==> src/rtl/nic.sv <==
// Single-packet network interface: one router-to-processor buffer and one
// processor-to-router buffer, each with a full flag. Vectors are bit-0-MSB.
module nic (
  input  logic        clk,
  input  logic        reset,
  input  logic [1:0]  addr_nic,
  input  logic [0:63] din_to_nic,
  output logic [0:63] dout_from_nic,
  input  logic        nicEn,
  input  logic        nicWrEn,
  input  logic        net_si,
  output logic        net_ri,
  input  logic [0:63] net_di,
  output logic        net_so,
  input  logic        net_ro,
  output logic [0:63] net_do,
  input  logic        net_polarity
);

  localparam logic [1:0] A_IN_BUF = 2'b00, A_IN_STAT = 2'b01,
                         A_OUT_BUF = 2'b10, A_OUT_STAT = 2'b11;

  logic [0:63] in_buf, out_buf;
  logic        in_full, out_full;
  logic        rd, wr;

  assign rd     = nicEn & ~nicWrEn;
  assign wr     = nicEn &  nicWrEn;
  assign net_ri = ~in_full;
  assign net_do = out_buf;
  // bit 0 of the packet is its VC; only the VC matching the router phase may go
  assign net_so = out_full & net_ro & (out_buf[0] == net_polarity);

  always_comb begin
    dout_from_nic = '0;
    if (rd) begin
      case (addr_nic)
        A_IN_BUF:   dout_from_nic = in_buf;
        A_IN_STAT:  dout_from_nic = {63'b0, in_full};
        A_OUT_BUF:  dout_from_nic = out_buf;
        A_OUT_STAT: dout_from_nic = {63'b0, out_full};
        default:    dout_from_nic = '0;
      endcase
    end
  end

  // Router fill only happens while empty, so it never races the read-clear.
  always_ff @(posedge clk or negedge reset) begin
    if (!reset) begin
      in_buf  <= '0;
      in_full <= 1'b0;
    end else if (net_si && !in_full) begin
      in_buf  <= net_di;
      in_full <= 1'b1;
    end else if (rd && addr_nic == A_IN_BUF && in_full) begin
      in_full <= 1'b0;
    end
  end

  // A write while full is dropped even if the buffer drains on that edge.
  always_ff @(posedge clk or negedge reset) begin
    if (!reset) begin
      out_buf  <= '0;
      out_full <= 1'b0;
    end else if (wr && addr_nic == A_OUT_BUF && !out_full) begin
      out_buf  <= din_to_nic;
      out_full <= 1'b1;
    end else if (net_so) begin
      out_full <= 1'b0;
    end
  end

endmodule

==> config.mk <==
export PLATFORM = sky130hd
export DESIGN_NAME = nic
export DESIGN_NICKNAME = d
export VERILOG_FILES = /design/src/rtl/nic.sv
export SDC_FILE = /design/constraint.sdc
export NUM_CORES = 1
export LEC_CHECK = 0
export ABC_AREA = 1
export CAP_MARGIN = 20
export CELL_PAD_IN_SITES_DETAIL_PLACEMENT = 0
export CELL_PAD_IN_SITES_GLOBAL_PLACEMENT = 1
export CORE_MARGIN = 5
export CORE_UTILIZATION = 32
export DETAILED_ROUTE_END_ITERATION = 10
export PLACE_DENSITY_LB_ADDON = 0.1
export SYNTH_ARGS = -nofsm -noshare
export SYNTH_HDL_FRONTEND = slang
export SYNTH_SLANG_ARGS = --single-unit
==> constraint.sdc <==
create_clock -name clk -period 3.2 [get_ports clk]
set_clock_uncertainty 0.1 [all_clocks]
set_input_delay 0.8 -clock clk [delete_from_list [all_inputs] [get_ports clk]]
set_output_delay 0.8 -clock clk [all_outputs]
set_load 0.02 [all_outputs]
==> qor.txt <==
R2R Setup Slk: 1340 ps
TritonCTS clock tree: yes
Sequential fraction of the synthesis area: 53.9%
Synth top area share: 53.9%
Yosys top cell by area: dfrtp_1
Antenna-violating nets left: 0
Share of layout cells above drive strength 1: 11.0%
Crit-path slowest cell: clkdlybuf4s50_1
Max Slew Vio Count: 0
Synthesized cell area: 6040 sq um
Number of global-route vias before repair: 6091
Final hold vios: 0
Power Dens Cells: 814 nW/um^2
Post-synthesis simple-gate area fraction: 39.9%
CP startpoint: net_polarity
DP HPWL: 14.7 mm
Xor/xnor share of the synthesized area: 0%
Die Width: 147 um
Register bit count reported by yosys: 130
Die Height: 147 um
Register clock-pin slew on the reported worst setup and hold paths: 60 ps
DR vias: 6033
Clock Latency Late Sink: 410 ps
Crit path max fanout: 2
Synth Warn #: 0
Highest routed layer: met4
Reg2reg start: in_full
Drt wl/cell: 17.2 um
DRC viols: 0
Max VDD drop: 0.456 mV
# port buffers: 266
Met3 wire length: 1.46 mm
Internal power of the cells: 5.01 mW
Post-synthesis compound-gate area fraction: 0.249%
Worst-case clock buffer depth: 2
Num ports: 267
Worst path required time: 2300 ps
First-pass GRT wire length: 35.1 mm
CTS H-tree lvls: 4
Number of hold buffers added after CTS: 0
Cts bufs inserted: 17
Clock sinks: 130
DR vias/cell: 4.63
Post-Syn Instances: 791
Starting Density: 32.4%
Total grt overflow: 0
# fillers: 1834
1st-iter DRT viols: 305
Net Switching: 2.82 mW
Synth area leaders: dfrtp_1 54%, nand2_1 28%, nand3_1 11%, buf_2 2.1%, buf_4 1.4%
Initial antenna violation count: 1
Crit. End Element: output pin
Leakage: 5.00 nW
Slew HR: 46.6%
Detailed Routing Iterations Pass 1: 5
CP arrival: 2150 ps
Post-Route WL: 22.3 mm
Flop pwr share: 37.6%
Combinational family with the most area after synthesis: simple AND/OR/NAND/NOR gates
Setup violators final: 0
Final design utilization: 51.6%
Family with the most delay on the worst path: buffers and inverters
Synth cell types: 16
Max-Cap Viols: 0
Adder-cell area share of the yosys netlist: 0%
Critical path launch point type: primary input
WHS: 285 ps
Routed metal-1 wire length: 9.68 mm
Worst r2r path cells: 6
Switch share: 36.1%
Row cnt: 50
Status: finished, final reports clean
Post-synth net total: 928
Largest net degree at the start of global routing: 66
Metal2 WL: 11.0 mm
Nets@finish: 1190
GP Congestion: 0.753
Post-Place Worst Slack: -410 ps
Worst R2R End: in_buf[63]
Max stage delay on crit path: 630 ps
Post-route setup slack: 146 ps
CTS root buf: clkbuf_16
Final Critical Period: 3050 ps
Synth-to-Final Area Change: 59.3%
Hold WC Path Type: primary input to async pin
Comb power frac: 34.8%
CP Cell Sequence: clkdlybuf4s50_1, inv_1, nand2_1, nand3_1, inv_1, clkdlybuf4s50_1
Die footprint: 21700 sq um
Synth Area per Inst: 7.63 sq um
Achievable Freq: 327 MHz
Pin slew with the least headroom to its limit: 801 ps
RSZ-0062 raised after global routing: false
CP Buf/Inv Count: 4
Core footprint: 18600 sq um
Post-synthesis mux area share: 0%
Crit path kind: primary input to output pin
Tcrit/Tclk final: 95.4%
Total Routing Usage GR: 20.7%
Clk pwr share: 27.6%
layout make-up:
type                    instances  area [sq um]  share of cell area (%)
flip-flops and latches        130          3250                    33.8
clock buffers                  19           443                    4.60
clock inverters                13           208                    2.16
repair buffers                297          2930                    30.5
diodes                          2          5.00                  0.0520
well taps                     234           293                    3.04
multi-input cells             596          2440                    25.4
inverters                      11          41.3                   0.429
kinds of logic after synthesis:
family	Yosys count
and+or+nand+nor	593
buffers and inverters	65
AOI/OAI and AO/OA	3
DFF	130
worst max-delay path by stage:
stage	to	slack (ps)	depth (start not counted)
2_1_floorplan	dout_from_nic[10]	720	6
3_5_place_dp	dout_from_nic[9]	-410	7
6_report	net_so	150	6
4_1_cts	dout_from_nic[19]	0.7	9
5_1_grt	net_so	50	6
3_3_place_gp	dout_from_nic[9]	-410	7
flip-flops by register name, indices dropped and copies added, names as in the netlist:
| register | count |
|---|---|
| in_buf | 64 |
| net_do | 64 |
| in_full | 1 |
| out_full | 1 |
synth_stat cells:
cell type	count
buf_1	2
nand2_2	1
inv_2	2
clkbuf_1	10
buf_2	25
nand3b_1	1
buf_4	11
buf_6	6
o21ai_0	1
nand2_1	456
nor2_1	4
nor2_4	2
inv_1	9
nand3_1	129
a21oi_1	2
dfrtp_1	130
power by group through the flow:
stage | logic, mW | registers, mW | clock network (mW)
3_5_place_dp | 2.79 | 2.96 | 0
4_1_cts | 2.77 | 2.95 | 2.21
2_1_floorplan | 1.03 | 3.26 | 0
3_3_place_gp | 2.76 | 2.97 | 0
6_report | 2.73 | 2.95 | 2.16
5_1_grt | 2.99 | 3.04 | 2.29
per-layer routing:
| metal | vias up | GRT usage [%] |
|---|---|---|
| met5 | - | 0 |
| met4 | 0 | 5.82 |
| li1 | 2995 | - |
| met1 | 2869 | 26.4 |
| met3 | 10 | 6.20 |
| met2 | 159 | 34.3 |
what timing repair did:
item                       CTS  global route
pin swaps                    2             2
gates cloned                 2             0
gates resized for setup    192            10
setup endpoints to repair   63            61
setup buffers                5             1
cell usage in the layout (no fill, tap or decap), types with 2 or more instances in the layout:
| cell type | netlist | layout |
|---|---|---|
| clkdlybuf4s50_1 | 0 | 196 |
| clkinvlp_4 | 0 | 4 |
| nand3_1 | 129 | 129 |
| clkdlybuf4s15_2 | 0 | 9 |
| buf_12 | 0 | 11 |
| nor2_4 | 2 | 3 |
| clkbuf_16 | 0 | 17 |
| clkdlybuf4s15_1 | 0 | 12 |
| dlymetal6s2s_1 | 0 | 3 |
| nand2_2 | 1 | 3 |
| dfrtp_1 | 130 | 130 |
| buf_2 | 25 | 27 |
| diode_2 | 0 | 2 |
| nand2_1 | 456 | 453 |
| inv_1 | 9 | 7 |
| buf_6 | 6 | 2 |
| buf_4 | 11 | 23 |
| bufinv_16 | 0 | 5 |
| inv_2 | 2 | 4 |
| clkinv_2 | 0 | 2 |
| a21oi_1 | 2 | 2 |
| nor2_1 | 4 | 3 |
| dlygate4sd2_1 | 0 | 11 |
per-stage QoR:
stage               std cells  TNS (ps)  cell area (sq um)  total power [mW]
floorplan                 791         0               6040              4.29
global placement         1260    -21750               8960              5.73
detailed placement       1260    -22690               8960              5.76
CTS                      1299         0               9590              7.94
global route             1301         0               9620              8.32
finish                   1302         0               9620              7.83
No activity file was read; power rests on OpenSTA's default activity.
